--- config.mk ---
export PLATFORM = sky130hd
export DESIGN_NAME = multicycle_ctrl_flat
export DESIGN_NICKNAME = d
export VERILOG_FILES = /design/src/rtl/multicycle_ctrl_pkg.sv /design/src/rtl/multicycle_ctrl_if.sv /design/src/rtl/multicycle_ctrl_mem_wait_timer.sv /design/src/rtl/multicycle_ctrl.sv /design/src/flat_wrapper.sv
export SDC_FILE = /design/constraint.sdc
export NUM_CORES = 1
export LEC_CHECK = 0
export CAP_MARGIN = 40
export CORE_AREA = 4 4 117 119
export CTS_BUF_LIST = sky130_fd_sc_hd__clkbuf_8
export DETAILED_ROUTE_END_ITERATION = 12
export DIE_AREA = 0 0 121 123
export PLACE_DENSITY = 0.86
export SETUP_SLACK_MARGIN = 0.02
export SYNTH_ARGS = -nofsm -noshare
export SYNTH_HDL_FRONTEND = slang
export SYNTH_HIERARCHICAL = 1
export SYNTH_SLANG_ARGS = --single-unit
--- constraint.sdc ---
create_clock -name clk -period 2.8 [get_ports clk]
set_input_delay 0.84 -clock clk [delete_from_list [all_inputs] [get_ports clk]]
set_output_delay 0.84 -clock clk [all_outputs]
set_load 0.05 [all_outputs]
--- src/rtl/multicycle_ctrl_pkg.sv ---
// Shared types and constants for the multi-cycle RV32I sequencer.
package multicycle_ctrl_pkg;

    typedef enum logic [2:0] {
        StFetch,
        StDecode,
        StExec,
        StMem,
        StWb,
        StHalt,
        StTrap
    } state_e;

    typedef enum logic [1:0] {
        CauseNone        = 2'd0,
        CauseIllegal     = 2'd1,
        CauseImemTimeout = 2'd2,
        CauseDmemTimeout = 2'd3
    } trap_cause_e;

    localparam logic [6:0] OpcLui    = 7'b0110111;
    localparam logic [6:0] OpcAuipc  = 7'b0010111;
    localparam logic [6:0] OpcJal    = 7'b1101111;
    localparam logic [6:0] OpcJalr   = 7'b1100111;
    localparam logic [6:0] OpcBranch = 7'b1100011;
    localparam logic [6:0] OpcLoad   = 7'b0000011;
    localparam logic [6:0] OpcStore  = 7'b0100011;
    localparam logic [6:0] OpcOpImm  = 7'b0010011;
    localparam logic [6:0] OpcOp     = 7'b0110011;
    localparam logic [6:0] OpcSystem = 7'b1110011;

    // ECALL/EBREAK live under SYSTEM with funct3 == 0
    localparam logic [2:0] Funct3Priv = 3'b000;

    localparam logic [31:0] InstrNop = 32'h0000_0013;

    // Opcodes that proceed through EXEC
    function automatic logic opc_is_exec(input logic [6:0] opc);
        case (opc)
            OpcLui, OpcAuipc, OpcJal, OpcJalr, OpcBranch,
            OpcLoad, OpcStore, OpcOpImm, OpcOp: return 1'b1;
            default:                            return 1'b0;
        endcase
    endfunction

    function automatic logic opc_is_mem(input logic [6:0] opc);
        return (opc == OpcLoad) || (opc == OpcStore);
    endfunction

    function automatic logic opc_writes_rd(input logic [6:0] opc);
        return (opc != OpcBranch) && (opc != OpcStore);
    endfunction

endpackage

--- src/rtl/multicycle_ctrl_if.sv ---
// Instruction/data memory handshake bundle between the sequencer and memory.
interface multicycle_ctrl_if;

    logic [31:0] imem_rdata;
    logic        imem_ready;
    logic        imem_req;
    logic        dmem_req;
    logic        dmem_we;
    logic        dmem_ready;

    modport master (
        output imem_req,
        output dmem_req,
        output dmem_we,
        input  imem_rdata,
        input  imem_ready,
        input  dmem_ready
    );

    modport slave (
        input  imem_req,
        input  dmem_req,
        input  dmem_we,
        output imem_rdata,
        output imem_ready,
        output dmem_ready
    );

endinterface

--- src/rtl/multicycle_ctrl_mem_wait_timer.sv ---
// Wait-cycle counter shared by FETCH and MEM; flags a timeout when the
// request has waited MEM_TIMEOUT cycles and ready is still low.
module multicycle_ctrl_mem_wait_timer #(
    parameter int unsigned MEM_TIMEOUT = 16
) (
    input  logic clk,
    input  logic rst,
    input  logic active,
    input  logic ready,
    output logic expired
);

    localparam int unsigned WaitW = $clog2(MEM_TIMEOUT + 1);
    localparam logic [WaitW-1:0] WaitMax = WaitW'(MEM_TIMEOUT);

    logic [WaitW-1:0] cnt_q, cnt_d;

    // Idle states hold the counter at zero, so every entry to a waiting
    // state starts from a clean count.
    always_comb begin
        cnt_d = cnt_q;
        if (!active) begin
            cnt_d = '0;
        end else if (!ready && (cnt_q != WaitMax)) begin
            cnt_d = cnt_q + WaitW'(1);
        end
    end

    // Counter register
    always_ff @(posedge clk) begin
        if (rst) begin
            cnt_q <= '0;
        end else begin
            cnt_q <= cnt_d;
        end
    end

    // Ready in the same cycle as the limit wins over the timeout
    always_comb begin
        expired = active && !ready && (cnt_q == WaitMax);
    end

endmodule

--- src/rtl/multicycle_ctrl.sv ---
// Multi-cycle RV32I sequencer: owns PC and IR, steps each instruction
// through FETCH/DECODE/EXEC/MEM/WB, and halts or traps terminally.
module multicycle_ctrl
    import multicycle_ctrl_pkg::*;
#(
    parameter logic [31:0] RESET_PC    = 32'h0000_0000,
    parameter int unsigned MEM_TIMEOUT = 16,
    parameter int unsigned CNT_W       = 32
) (
    input  logic                 clk,
    input  logic                 rst,
    multicycle_ctrl_if.master    mem,
    input  logic [31:0]          pc_in,
    output logic [31:0]          pc,
    output logic [31:0]          ir,
    output logic                 rf_we,
    output logic                 halted,
    output logic                 trap,
    output logic [1:0]           trap_cause,
    output logic [CNT_W-1:0]     cycle_cnt,
    output logic [CNT_W-1:0]     instret_cnt
);

    state_e           state_q, state_d;
    logic [31:0]      pc_q, pc_d;
    logic [31:0]      ir_q, ir_d;
    trap_cause_e      cause_q, cause_d;
    logic [CNT_W-1:0] cycle_q, cycle_d;
    logic [CNT_W-1:0] instret_q, instret_d;

    logic [6:0] opcode;
    logic [2:0] funct3;
    logic       waiting;
    logic       wait_ready;
    logic       expired;

    assign opcode = ir_q[6:0];
    assign funct3 = ir_q[14:12];

    // One timer serves both waiting states; pick the matching ready
    assign waiting    = (state_q == StFetch) || (state_q == StMem);
    assign wait_ready = (state_q == StFetch) ? mem.imem_ready : mem.dmem_ready;

    multicycle_ctrl_mem_wait_timer #(
        .MEM_TIMEOUT(MEM_TIMEOUT)
    ) u_wait_timer (
        .clk    (clk),
        .rst    (rst),
        .active (waiting),
        .ready  (wait_ready),
        .expired(expired)
    );

    // Next-state, PC/IR and counter updates
    always_comb begin
        state_d   = state_q;
        pc_d      = pc_q;
        ir_d      = ir_q;
        cause_d   = cause_q;
        cycle_d   = cycle_q;
        instret_d = instret_q;

        if ((state_q != StHalt) && (state_q != StTrap)) begin
            cycle_d = cycle_q + CNT_W'(1);
        end

        unique case (state_q)
            StFetch: begin
                if (mem.imem_ready) begin
                    ir_d    = mem.imem_rdata;
                    state_d = StDecode;
                end else if (expired) begin
                    cause_d = CauseImemTimeout;
                    state_d = StTrap;
                end
            end
            StDecode: begin
                if (opc_is_exec(opcode)) begin
                    state_d = StExec;
                end else if ((opcode == OpcSystem) && (funct3 == Funct3Priv)) begin
                    state_d = StHalt;
                end else begin
                    cause_d = CauseIllegal;
                    state_d = StTrap;
                end
            end
            StExec: begin
                state_d = opc_is_mem(opcode) ? StMem : StWb;
            end
            StMem: begin
                if (mem.dmem_ready) begin
                    state_d = StWb;
                end else if (expired) begin
                    cause_d = CauseDmemTimeout;
                    state_d = StTrap;
                end
            end
            StWb: begin
                // ir is unchanged since FETCH, so pc_in is stable here
                pc_d      = pc_in;
                instret_d = instret_q + CNT_W'(1);
                state_d   = StFetch;
            end
            StHalt, StTrap: begin
                state_d = state_q;
            end
            default: begin
                state_d = StTrap;
            end
        endcase
    end

    // Architectural state registers
    always_ff @(posedge clk) begin
        if (rst) begin
            state_q   <= StFetch;
            pc_q      <= RESET_PC;
            ir_q      <= InstrNop;
            cause_q   <= CauseNone;
            cycle_q   <= '0;
            instret_q <= '0;
        end else begin
            state_q   <= state_d;
            pc_q      <= pc_d;
            ir_q      <= ir_d;
            cause_q   <= cause_d;
            cycle_q   <= cycle_d;
            instret_q <= instret_d;
        end
    end

    // Strobe and status decode from the current state
    always_comb begin
        mem.imem_req = (state_q == StFetch);
        mem.dmem_req = (state_q == StMem);
        mem.dmem_we  = (state_q == StMem) && (opcode == OpcStore);
        rf_we        = (state_q == StWb) && opc_writes_rd(opcode);
        halted       = (state_q == StHalt);
        trap         = (state_q == StTrap);
    end

    assign pc          = pc_q;
    assign ir          = ir_q;
    assign trap_cause  = cause_q;
    assign cycle_cnt   = cycle_q;
    assign instret_cnt = instret_q;

endmodule
--- src/flat_wrapper.sv ---
// flat-port wrapper written by rule: the top's interface ports become plain ports
module multicycle_ctrl_flat import multicycle_ctrl_pkg::*;
#(
    parameter logic [31:0] RESET_PC    = 32'h0000_0000,
    parameter int unsigned MEM_TIMEOUT = 16,
    parameter int unsigned CNT_W       = 32
)
  (clk, rst, pc_in, pc, ir, rf_we, halted, trap, trap_cause, cycle_cnt, instret_cnt, mem_imem_req, mem_dmem_req, mem_dmem_we, mem_imem_rdata, mem_imem_ready, mem_dmem_ready);
  multicycle_ctrl_if mem_i ();
  input  logic clk;
  input  logic rst;
  input  logic [31:0] pc_in;
  output logic [31:0] pc;
  output logic [31:0] ir;
  output logic rf_we;
  output logic halted;
  output logic trap;
  output logic [1:0] trap_cause;
  output logic [CNT_W-1:0] cycle_cnt;
  output logic [CNT_W-1:0] instret_cnt;
  output wire logic [$bits(mem_i.imem_req)-1:0] mem_imem_req;
  output wire logic [$bits(mem_i.dmem_req)-1:0] mem_dmem_req;
  output wire logic [$bits(mem_i.dmem_we)-1:0] mem_dmem_we;
  input wire logic [$bits(mem_i.imem_rdata)-1:0] mem_imem_rdata;
  input wire logic [$bits(mem_i.imem_ready)-1:0] mem_imem_ready;
  input wire logic [$bits(mem_i.dmem_ready)-1:0] mem_dmem_ready;
  assign mem_imem_req = mem_i.imem_req;
  assign mem_dmem_req = mem_i.dmem_req;
  assign mem_dmem_we = mem_i.dmem_we;
  assign mem_i.imem_rdata = mem_imem_rdata;
  assign mem_i.imem_ready = mem_imem_ready;
  assign mem_i.dmem_ready = mem_dmem_ready;
  multicycle_ctrl #(.RESET_PC(RESET_PC), .MEM_TIMEOUT(MEM_TIMEOUT), .CNT_W(CNT_W)) u_core (.clk(clk), .rst(rst), .mem(mem_i), .pc_in(pc_in), .pc(pc), .ir(ir), .rf_we(rf_we), .halted(halted), .trap(trap), .trap_cause(trap_cause), .cycle_cnt(cycle_cnt), .instret_cnt(instret_cnt));
endmodule
# Yosys cells after proc, flatten, opt, wreduce, memory -nomap -nowiden
# Cells that the tools add are included.
[totals] word_cells=75 inputBits=68 output_inout_bits=136 register_bits=138
[op_classes] mux=17 bitwise=1 n_eq_ne=28 n_reduce_logical=19 add_sub_neg=3
[op_table] operator="$add 32x1->32 const B" n=2
[op_table] operator="$eq 7x7->1 const B" n=4
[op_table] operator="$eq 7x6->1 const B" n=3
[op_table] operator="$pmux 3 s6" n=1
[op_table] operator="$mux 3" n=5
[op_table] operator="$eq 7x5->1 const B" n=2
[op_table] operator="$mux 2" n=7
[op_table] operator="$eq 3x3->1 const B" n=3
[op_table] operator="$reduce_or 9->1" n=1
[op_table] operator="$logic_and 1x1->1" n=8
[op_table] operator="$ne 2x2->1 const B" n=4
[op_table] operator="$eq 7x2->1 const B" n=1
[op_table] operator="$ne 7x6->1 const B" n=1
[op_table] operator="$ne 7x7->1 const B" n=1
[op_table] operator="$reduce_and 7->1" n=1
[op_table] operator="$eq 3x2->1 const B" n=2
[op_table] operator="$logic_not 3->1" n=2
[op_table] operator="$ne 3x3->1 const B" n=2
[op_table] operator="$pmux 2 s3" n=1
[op_table] operator="$add 5x1->5 const B" n=1
[op_table] operator="$eq 5x5->1 const B" n=1
[op_table] operator="$ne 5x5->1 const B" n=1
[op_table] operator="$ne 2x1->1 const B" n=2
[op_table] operator="$reduce_or 2->1" n=2
[op_table] operator="7 further kinds" n=10

# Logic depth before layout (Yosys ltp)
# Gate-level depths: netlist of run 1.
[logic_depth] word_depth=8 mapped_depth=11 mapped_depth_nobuf=9

# Modules after synthesis
# The synthesis of run 1 kept the hierarchy.
[modules_own_cells] mod="multicycle_ctrl" seq_area_each_um2=2662.6 n_inst=1 cells_each=679 area_each_um2=5582.9
[modules_own_cells] mod="multicycle_ctrl_mem_wait_timer" seq_area_each_um2=100.1 n_inst=1 cells_each=30 area_each_um2=272.8

# Worst setup path after synthesis of run 1
# Ideal clock, no wire load.
[synth_timing] path_kind="register to register" start="reg u_core.state_q[1]" end="reg u_core.cause_q[0], in the netlist u_core/trap_cause[0]" required_time_ps=2591 synth_period_minus_slack_ps=3397 path_slack_ps=-597 path_stages_with_launch=12 t_arrival_ps=3188 setup_time_ps=209 n_path_buf=2 path_cell_list="dfxtp_1 -> buf_6 -> nor3_1 -> nand2_1 -> clkbuf_1 -> o21ai_0 -> and3b_2 -> nor2b_1 -> o21ai_0 -> a21oi_1 -> o41ai_1 -> a221oi_1"
[synth_via] elab_chain_len=7 elab_cells_between_ends=17 cone_classes="eq/ne (8); mux (2); reduce/logical (7)"
[synth_rtl] item="from (decl)" line="multicycle_ctrl.sv:24" source="state_e state_q, state_d;"
[synth_rtl] item="from (signal assigned)" line="multicycle_ctrl.sv:116" source="state_q <= StFetch;"
[synth_rtl] item="from (signal assigned)" line="multicycle_ctrl.sv:123" source="state_q <= state_d;"
[synth_rtl] item="$logic_not 3->1 *"
[synth_rtl] item="net mem_imem_req" line="flat_wrapper.sv:21" source="output wire logic [$bits(mem_i.imem_req)-1:0] mem_imem_req;"
[synth_rtl] item="$mux 1 *" line="multicycle_ctrl.sv:42" source="assign wait_ready = (state_q == StFetch) ? mem.imem_ready : mem.dmem_ready;"
[synth_rtl] item="net u_core.wait_ready" line="multicycle_ctrl.sv:34" source="logic wait_ready;"
[synth_rtl] item="$logic_not 1->1 *" line="multicycle_ctrl_mem_wait_timer.sv:40" source="expired = active && !ready && (cnt_q == WaitMax);"
[synth_rtl] item="$logic_and 1x1->1 * (2 in a row)" line="multicycle_ctrl_mem_wait_timer.sv:40"
[synth_rtl] item="net u_core.expired" line="multicycle_ctrl.sv:35" source="logic expired;"
[synth_rtl] item="$ne 2x1->1 (no source line)"
[synth_rtl] item="$reduce_and 7->1 (no source line) *"
[synth_rtl] item="to (signal assigned)" line="multicycle_ctrl.sv:119" source="cause_q <= CauseNone;"
[synth_rtl] item="to (signal assigned)" line="multicycle_ctrl.sv:126" source="cause_q <= cause_d;"
[synth_rtl] item="to (decl)" line="multicycle_ctrl.sv:27" source="trap_cause_e cause_q, cause_d;"
# Mark *: on every way through the listed nets, which the timed path passes. The rest lies on a longest branch.
# A chain may end at the register's enable or synchronous reset.

# Worst setup path in the final report of run 1
[layout_timing] start="reg u_core.state_q[0]" end="out mem_dmem_we"
[layout_via] elab_chain_len=2
[layout_rtl] item="$eq 3x2->1" line="multicycle_ctrl.sv:136" source="mem.dmem_we = (state_q == StMem) && (opcode == OpcStore);"
[layout_rtl] item="$logic_and 1x1->1" line="multicycle_ctrl.sv:136"
[layout_rtl] item="to (decl)" line="flat_wrapper.sv:23" source="output wire logic [$bits(mem_i.dmem_we)-1:0] mem_dmem_we;"
# Every way passes these cells.

==> impl_results.md, run 1 <==
- Fin nets: 973
- Compound-gate portion of the synthesized area: 0.09509
- P_int: 3.818 mW
- Routed wl met3: 1.460 mm
- Ys Warns: 6
- Post-CTS Setup Repair Bufs: 0
- First-pass GRT wire length: 25.02 mm
- Outcome: completed
- RSZ-0062 raised after global routing: no
- RR Startpoint: u_core/state_q[1]
- Synth async-reset ratio: 0
- Starting Density: 0.4659
- All-layer global routing usage: 0.2098
- Achievable Freq: approximately 0.38 GHz
- HPWL after detailed placement: 11.11 mm
- Largest net degree at the start of global routing: 60
- Power share of the combinational group: 0.330
- CTS tree: yes
- R2R cell count: 5
- Clock Power Share: 0.288
- Crit start category: flip-flop
- Die Y: 123 µm
- Worst Hold Class: flip-flop to flip-flop
- Max-cap violation count: 0
- Placer Congestion: 0.8778
- Max_slew headroom: 0.5400
- Clk pin slew, worst setup/hold paths: ~0.080 ns
- Number of flops mapped to enable cells by yosys: 0
- Grt total ovfl: 0
- Top sig layer: met4
- Register-to-register setup slack: 0.36 ns
- H-tree levels: 4
- Antenna-violating nets left: 0
- Ys flop type: dfxtp_1
- Clock buffer depth: 2
- CP Max Fanout: 10
- Initial antenna violation count: 0
- Mux share of post-synthesis cell area: 0.001923
- Post-Synth XOR/XNOR Area: 0.09252
- Final setup fails: 0
- DR pass1 iterations: 5
- Post-synthesis sequential area ratio: 0.4718
- Setup crit end kind: output port
- I/O Pins: 204
- Synth Area in Adders: 0.008547
- Sequential share of power: 0.382
- PwrDens: approximately 700 mW/mm²
- CTS sink cnt: 138
- Die area: around 0.015 mm²
- Syn Std Cell Area: just under 0.006 mm²
- Worst Path Arrival: 1.80 ns
- Routed wire per std cell: around 14 µm
- Min cycle time layout: 2.640 ns
- R2r endpoint: u_core/cycle_cnt[31]
- Synth Register Bits: roughly 140
- Core area: 0.01257 mm²
- Pwr Total: roughly 6.1 mW
- Port Buffers: between 200 and 250
- Post-synthesis simple-gate area fraction: 0.2917
- Mean Syn Cell Area: 8.259 µm²
- CTS Buf Count: 17
- Yosys cell types: 51
- WL met2: 7.395 mm
- Crit Path Class: flip-flop to output port
- P&R area growth vs syn: 45.36%
- Hold Crit Start: u_core/pc[5]
- Leakage: 3.051 nW
- Met1 wire length: 6.555 mm
- Clk_skew: 0.007204 ns
- Fin crit share: 0.9427
- Endpoints failing hold: 0
- Final Slew Violations: 0
- Residual DRC: 0
- Cells after Synth: 709
- Worst endpoint required time: 1.96 ns
- Routed vias/inst: 5.119
- Largest family of logic cells by synthesized area: simple AND/OR/NAND/NOR gates
- Worst slew pin tran: 0.6887 ns
- VDD IR max: ~0.00054 V
- Syn_nets: 781
- Worst skew pair latency: 0.45 ns
- Number of diodes: 0
- Total wire length: 15.71 mm
- Net Sw Frac: 0.3690
- Final Instance Area: 0.008512 mm²
- Initial DRC count: 415
- Placed Area: ~0.0081 mm²
- Die width: 121 µm
- DR vias: 5554
- WHS Endpoint: u_core/pc[5]
- Hold Crit Depth: 2
- Filler cells: 1018
- Row count: 41
- Vias in the first global route: 5195
- CTS root buffer: clkbuf_8
- P_sw: 2.232 mW
- Layout cell share with drive strength beyond 1: 0.07448
## layer usage
layer	GRT usage	up-vias
li1	-	2774
met5	0	-
met3	0.08737	24
met2	0.3411	194
met4	0.08640	0
met1	0.2454	2562
## cell usage in the layout, fill, tap and decap left out, types with 3 or more instances in the layout
cell type	netlist	routed
clkinvlp_4	0	3
or3_1	6	6
xor2_1	42	42
nand4_1	27	27
and4_1	10	10
buf_12	0	5
bufinv_16	0	3
a21oi_1	73	73
and3_1	12	12
and2_1	6	6
nor3_1	7	5
buf_4	2	15
inv_1	9	9
nand2_1	157	157
nor2_1	72	72
clkdlybuf4s50_1	0	196
nor4_1	8	7
ha_1	4	4
xnor2_1	18	18
o21ai_0	8	8
nor2b_1	6	6
nand2b_1	3	3
dfxtp_1	138	138
nand4b_1	3	3
clkbuf_8	0	21
nand3_1	22	22
## registers in the layout, summed over array words and instances (netlist names)
signal / count
u_core/pc: 32
u_core/cycle_cnt: 32
u_core/instret_cnt: 32
u_core/ir: 32
u_core/state_q: 3
u_core/u_wait_timer/cnt_q: 5
u_core/trap_cause: 2
## power groups by stage
stage	sequential [mW]	clock [mW]	combinational [mW]
floorplan	2.92	0	0.733
global placement	2.35	0	1.98
detailed placement	2.36	0	2.00
CTS	2.31	1.77	2.01
global route	2.34	1.86	2.14
finish	2.31	1.74	2.00
## synthesized netlist by cell type (3+ instances only)
master    number  area share
xnor2_1       18       0.027
nand4b_1       3      0.0045
inv_1          9      0.0058
and2_1         6      0.0064
dfxtp_1      138        0.47
ha_1           4      0.0085
xor2_1        42       0.063
and4_1        10       0.015
nor2b_1        6      0.0064
o21ai_0        8      0.0068
nor4_1         8      0.0085
nor3_1         7      0.0060
nor2_1        72       0.046
a31oi_1        3      0.0032
buf_2          5      0.0043
or3_1          6      0.0064
and3_1        12       0.013
a21oi_1       73       0.062
nand2_1      157        0.10
clkbuf_1      32       0.021
nand2b_1       3      0.0032
nand4_1       27       0.029
nand3_1       22       0.019
## logic make-up after synthesis
kind of cell	after synthesis
flops	138
simple gates	353
mux	1
xor+xnor	61
compound gates	100
fa+ha+maj	4
buf+inv	52
## repair_timing
| action | in CTS | in global routing |
|---|---|---|
| endpoints found under the setup margin | 0 | 1 |
| endpoints found under the hold margin | 0 | 0 |
| hold buffers | 0 | 0 |
| gates resized for setup | 0 | 1 |
## layout make-up
class	instances	area [µm²]	area share
clock inverters	10	140.1	0.01646
clock buffers	21	289.0	0.03396
multi-input cells	519	2897	0.3403
flip-flops and latches	138	2763	0.3246
inverters	9	33.78	0.003969
well taps	172	215.2	0.02528
repair buffers	216	2175	0.2555
## per-stage QoR
step	hold slack [ns]	instances	setup WS [ns]	TNS, ns	utilization
floorplan	0.4584	709	-0.006415	-0.01077	-
global placement	0.4407	1054	0.1175	0	0.6427
detailed placement	0.4465	1054	0.1026	0	0.6427
CTS	0.4567	1085	0.04162	0	0.6769
global route	0.4729	1085	0.04277	0	0.6773
finish	0.4534	1085	0.1605	0	0.6773
## worst max-delay path, stage by stage (launching register included)
cell and delay [ns]:
dfxtp_1 0.46, buf_4 0.21, nor2b_1 0.24, and3_1 0.28, buf_12 0.16
## how the worst max path moves through the flow
stage,start,end,slack [ns],depth (start not counted)
2_1_floorplan,u_core/state_q[1],u_core/state_q[0],-0.006,10
3_3_place_gp,mem_dmem_ready,u_core/trap_cause[1],0.12,9
3_5_place_dp,mem_imem_ready,u_core/trap_cause[1],0.10,9
4_1_cts,u_core/ir[1],mem_dmem_we,0.04,5
5_1_grt,u_core/state_q[0],mem_dmem_we,0.04,4
6_report,u_core/state_q[0],mem_dmem_we,0.16,4
No activity file was read; power rests on OpenSTA's default activity.
==> inputs of run 2 (changes only) <==
--- a/config.mk
+++ b/config.mk
@@ -10,9 +10,8 @@
 export CTS_BUF_LIST = sky130_fd_sc_hd__clkbuf_8
 export DETAILED_ROUTE_END_ITERATION = 12
 export DIE_AREA = 0 0 121 123
-export PLACE_DENSITY = 0.86
+export PLACE_DENSITY = 0.85
 export SETUP_SLACK_MARGIN = 0.02
 export SYNTH_ARGS = -nofsm -noshare
 export SYNTH_HDL_FRONTEND = slang
-export SYNTH_HIERARCHICAL = 1
 export SYNTH_SLANG_ARGS = --single-unit
==> run 2 against run 1 <==
Net effect: sequential power down 3%; hold slack about the same; sequential share of layout area up 0.20 points; global-route usage up 0.55 points; sequential cell count unchanged; cell area down 0.60%; die area unchanged; wire length up 1.5%; clock-buffer cell count unchanged; clock skew up 0.0036 ns; register-to-register slack better by 0.22 ns; utilization down 0.41 points; critical endpoint is now instret_cnt[7].
==> impl_results.md, run 2 <==
- Outcome: completed
- Routed wire per std cell: 14.62 µm
- Setup TNS: 0 ns
- DR pass1 iterations: 4
- Post-synthesis sequential area ratio: 0.4759
- Worst Path Arrival: ~1.8 ns
- Synth area leaders: dfxtp_1 (48%), nand2_1 (11%), a21oi_1 (6.3%)
- Ys Warns: 0
- R2r endpoint: u_core.instret_cnt[30]
- Die Y: between 100 and 150 µm
- Port Buffers: 203
- Placed insts: 1059
- Placer Congestion: 0.8419
- Fin nets: 978
- Final Slew Violations: 0
- R2R cell count: 5
- Syn Std Cell Area: 0.005806 mm²
- Routed vias/inst: ~5.1
- Die width: 121 µm
- Worst skew pair latency: between 0.4 and 0.5 ns
- CTS root buffer: clkbuf_8
- Area of the multi-input gates: 0.002873 mm²
- First-pass GRT wire length: between 20 and 30 mm
- RSZ-0062 raised after global routing: no
- Synth Register Bits: between 100 and 150
- Total wire length: 15.95 mm
- Clk pin slew, worst setup/hold paths: 0.07 ns
- Number of diodes: 0
- Yosys cell types: 51
- Register-to-register setup slack: 0.58 ns
- Row count: a little over 40
- Endpoints failing hold: 0
- Crit Path Class: flip-flop to output port
- Worst path cell trace: clkdlybuf4s50_1
- Area leader, netlist: dfxtp_1
- Max_slew headroom: 0.4512
- WP depth: 1
- Clock buffer depth: 2
- Residual DRC: 0
- Leakage: between 2 and 3 nW
- Worst slew pin tran: ~0.82 ns
- Setup crit end kind: output port
- Number of flops mapped to enable cells by yosys: 0
- Most frequent cells in the layout: clkdlybuf4s50_1 (196), nand2_1 (163), dfxtp_1 (138)
- Initial antenna violation count: 0
- Buffers plus inverters on the worst setup path: 1
- Max-cap violation count: 0
- VDD IR max: 0.0003761 V
- PwrDens: 622.9 mW/mm²
- Fin crit share: 0.9493
- Core area: 0.01257 mm²
- P&R area growth vs syn: 45.73%
- Syn_nets: 781
- Synth top cells by count: nand2_1 (163), dfxtp_1 (138), a21oi_1 (73), nor2_1 (71)
- Post-layout worst setup margin: between 0.1 and 0.15 ns
- Pwr Total: 5.270 mW
- Slowest stage delay, CP: 0.88 ns
- HPWL after detailed placement: 11.53 mm
- CP top delay family: buffers and inverters
- Final Instance Area: 0.008461 mm²
- Achievable Freq: 0.3762 GHz
- CP max-delay cell: clkdlybuf4s50_1
- Placed Area: 0.008085 mm²
- Synth async-reset ratio: 0
- RR Startpoint: u_core.state_q[2]
- CP Max Fanout: 6
- Worst endpoint required time: 1.96 ns
- CTS Hold Bufs: 0
- Commonest non-fill, non-tap cell in the layout: clkdlybuf4s50_1
- All-layer global routing usage: 0.2153
- H-tree levels: 4
- Fin util: 0.6732
- Top-count cell post-synth: nand2_1
- Die area: 0.01488 mm²
- Post-synth top area share: 0.4759
- Initial DRC count: 357
- Cells after Synth: 709
- Mean Syn Cell Area: ~8 µm²
- Antenna-violating nets left: 0
- Fin cells: 1091
- Hold WS: 0.4536 ns
- Final setup fails: 0
- Vias in the first global route: 5267
- Critical Path Source: u_core.instret_cnt[7]
- CP endpoint: instret_cnt[7]
- CTS Buf Count: 17
- Sequential Area: 0.002763 mm²
- Ys flop type: dfxtp_1
- Clk_skew: 0.01080 ns
- Worst Hold Class: flip-flop to flip-flop
- DR vias: 5549
- CTS sink cnt: 138
- Crit start category: flip-flop
- Dpl ws: 0.4221 ns
- I/O Pins: 204
- Min cycle time layout: approximately 2.7 ns
- Grt total ovfl: 0
- Layout cell share with drive strength beyond 1: 0.06311
- CTS tree: yes
- Filler cells: just over 1000
- Hold Crit Depth: 2
- Starting Density: 0.4619
- Largest net degree at the start of global routing: 70
## run 2: worst min path at each step
| stage | end | start | slack, ns |
|---|---|---|---|
| 4_1_cts | u_core.pc[27] | u_core.pc[27] | 0.46 |
| 3_3_place_gp | u_core.pc[13] | u_core.pc[13] | 0.44 |
| 2_1_floorplan | u_core.u_wait_timer.cnt_q[4] | u_core.u_wait_timer.cnt_q[4] | 0.48 |
| 6_report | u_core.pc[14] | u_core.pc[14] | 0.45 |
| 3_5_place_dp | u_core.ir[18] | u_core.ir[18] | 0.45 |
| 5_1_grt | u_core.pc[3] | u_core.pc[3] | 0.48 |
## run 2: report_power, final
group          switching (mW)  internal, mW  leakage, nW
Clock                   0.729         0.776        0.202
Combinational           0.976         0.543         1.63
Sequential              0.136          2.11         1.12
Total                    1.84          3.43         2.95
## run 2: cell type report
type | instances | share of cell area
inverter | 13 | 0.005768
timing repair buffer | 215 | 0.2591
clock buffer | 21 | 0.03416
multi-input combinational | 521 | 0.3395
tap | 172 | 0.02544
clock inverter | 11 | 0.009465
sequential | 138 | 0.3265
## run 2: cell families (layout without fill, tap and decap cells)
| kind of cell | after synthesis | after routing | synth area share |
|---|---|---|---|
| mux | 1 | 1 | 0.001724 |
| fa+ha+maj | 4 | 4 | 0.008621 |
| buf+inv | 50 | 260 | 0.03383 |
| xor+xnor | 63 | 63 | 0.09634 |
| flops | 138 | 138 | 0.4759 |
| compound gates | 95 | 95 | 0.09073 |
| simple gates | 358 | 358 | 0.2929 |
## run 2: what timing repair did
| action | in CTS | in global routing |
|---|---|---|
| gates resized for setup | 0 | 1 |
| buffers inserted | 0 | 0 |
| endpoints found under the setup margin | 0 | 2 |
## run 2: routing by layer
metal	GRT usage	vias up	part of all wire
met5	0	-	0
met4	0.07011	0	0.011
met3	0.09469	16	0.093
met2	0.3529	173	0.48
met1	0.2539	2568	0.42
li1	-	2792	-
==> inputs of run 3 (changes only) <==
--- a/config.mk
+++ b/config.mk
@@ -6,11 +6,11 @@
 export NUM_CORES = 1
 export LEC_CHECK = 0
 export CAP_MARGIN = 40
-export CORE_AREA = 4 4 117 119
+export CORE_AREA = 4 4 113 115
 export CTS_BUF_LIST = sky130_fd_sc_hd__clkbuf_8
 export DETAILED_ROUTE_END_ITERATION = 12
-export DIE_AREA = 0 0 121 123
-export PLACE_DENSITY = 0.85
+export DIE_AREA = 0 0 117 119
+export PLACE_DENSITY = 0.91
 export SETUP_SLACK_MARGIN = 0.02
 export SYNTH_ARGS = -nofsm -noshare
 export SYNTH_HDL_FRONTEND = slang
==> constraint.sdc (replaced) <==
create_clock -name clk -period 3.3 [get_ports clk]
set_input_delay 0.99 -clock clk [delete_from_list [all_inputs] [get_ports clk]]
set_output_delay 0.99 -clock clk [all_outputs]
set_load 0.05 [all_outputs]
==> run 3 against run 2 <==
Net effect: sequential share of layout area up 0.20 points; worst setup slack better by 0.15 ns; utilization up 3.9 points; hold slack better by 0.0011 ns; wire length grew 1.3%; clock power is 4% lower; sequential cell count stayed put; final cell count is 2.5% lower; critical path type unchanged; largest cell class unchanged; highest routed layer unchanged.
==> impl_results.md, run 3 (same netlist as run 2, synthesis figures left out) <==
- Outcome: completed
- Residual DRC: 0
- First-pass GRT wire length: 25.72 mm
- Worst Hold Class: flip-flop to flip-flop
- All-layer global routing usage: 0.2301
- Crit start category: flip-flop
- Setup crit end kind: output port
- HPWL after detailed placement: 11.57 mm
- Fin util: 0.7122
- DR pass1 iterations: 5
- Worst endpoint required time: 2.31 ns
- Achievable Freq: 0.3321 GHz
- Power share of the combinational group: 0.279
- R2r endpoint: u_core.instret_cnt[31]
- P&R area growth vs syn: 44.89%
- VDD IR max: approximately 0.00042 V
- Hold WS: 0.4546 ns
- Filler cells: 852
- Commonest non-fill, non-tap cell in the layout: clkdlybuf4s50_1
- Routed vias/inst: around 5.3
- CTS Hold Bufs: 0
- Crit Path Class: flip-flop to output port
- Worst Path Arrival: 2.02 ns
- P_int: 3.054 mW
- Placer Congestion: ~0.87
- Largest net degree at the start of global routing: between 70 and 80
- Setup TNS: 0 ns
- Routed wire per std cell: 15.18 µm
- Placed insts: 1032
- Total wire length: 16.15 mm
- RR Startpoint: u_core.instret_cnt[9]
- PwrDens: around 550 mW/mm²
- Hold Crit Start: u_core.ir[9]
- RSZ-0062 raised after global routing: no
- R2R cell count: 5
- Die width: around 120 µm
- Clk_skew: 0.007142 ns
- Leakage: a little under 3 nW
- Worst slew pin tran: 0.8069 ns
- Post-CTS Setup Repair Bufs: 0
- Clock buffer depth: 2
- Starting Density: 0.4915
- Final Slew Violations: 0
- Final setup fails: 0
- Vias in the first global route: between 5000 and 6000
- Row count: 40
- Dpl ws: ~0.60 ns
- Min cycle time layout: 3.011 ns
- CTS root buffer: clkbuf_8
- P_sw: 1.567 mW
- I/O Pins: 204
- Fin crit share: 0.9125
- CTS sink cnt: 138
- Register-to-register setup slack: 1.06 ns
- Worst skew pair latency: 0.44 ns
- Sequential share of power: 0.410
- DR vias: 5654
- Grt total ovfl: 0
- WHS Endpoint: u_core.ir[9]
- Antenna-violating nets left: 0
- Initial DRC count: 416
- CTS resizes: 0
- Layout cell share with drive strength beyond 1: 0.05889
- Clock Power Share: 0.311
- CTS tree: yes
- Max_slew headroom: 0.4607
- Post-layout worst setup margin: roughly 0.29 ns
- Fin cells: 1064
- H-tree levels: 4
- Most frequent cells in the layout: clkdlybuf4s50_1 (198), nand2_1 (163), dfxtp_1 (137)
- CP Max Fanout: 10
- Core area: 0.01181 mm²
- Max-cap violation count: 0
- Fin nets: 976
- Hold Crit Depth: 2
- Port Buffers: 203
- Die Y: 119 µm
- Endpoints failing hold: 0
- Net Sw Frac: 0.3392
- Clk pin slew, worst setup/hold paths: 0.07 ns
- Initial antenna violation count: 0
- CTS Buf Count: 17
- Die area: 0.01392 mm²
- Number of diodes: 0
==> run 3: critical path: stages, from the launching register on <==
cell	delay (ns)
dfxtp_1	0.51
nand2_1	0.12
nor2_1	0.11
clkdlybuf4s50_1	0.83
==> run 3: cell type report <==
type	instances	area, µm²	area share
multi-input combinational	521	2867	0.3408
sequential	138	2764	0.3286
timing repair buffer	213	2132	0.2535
clock buffer	21	289.0	0.03436
tap	147	183.9	0.02187
clock inverter	11	127.6	0.01517
inverter	13	48.80	0.005801
==> run 3: per-layer routing <==
metal	global-route usage	share of wire
met1	0.2674	0.41
met2	0.3752	0.48
met3	0.08994	0.092
met4	0.09391	0.023
met5	0	0
==> run 3: power groups by stage <==
| stage | Sequential [mW] | Combinational, mW | Clock (mW) |
|---|---|---|---|
| 2_1_floorplan | 2.28 | 0.462 | 0 |
| 3_3_place_gp | 1.92 | 1.27 | 0 |
| 3_5_place_dp | 1.93 | 1.29 | 0 |
| 4_1_cts | 1.89 | 1.30 | 1.45 |
| 5_1_grt | 1.91 | 1.38 | 1.53 |
| 6_report | 1.90 | 1.29 | 1.44 |
==> run 3: stage by stage <==
stage | total power [mW] | area (µm²)
after floorplan | 2.740 | 5811
after global placement | 3.194 | 7986
after detailed placement | 3.222 | 7994
after CTS | 4.644 | 8411
after global routing | 4.815 | 8412
final | 4.621 | 8412
==> run 3: how the worst max path moves through the flow <==
stage                      startpoint     endpoint  slack (ns)
global placement    u_core.state_q[2]         trap        0.62
floorplan                u_core.ir[1]  mem_dmem_we        0.41
finish              u_core.state_q[1]         trap        0.29
detailed placement  u_core.state_q[2]         trap        0.60
global route        u_core.state_q[1]         trap        0.16
CTS                 u_core.state_q[2]         trap        0.09
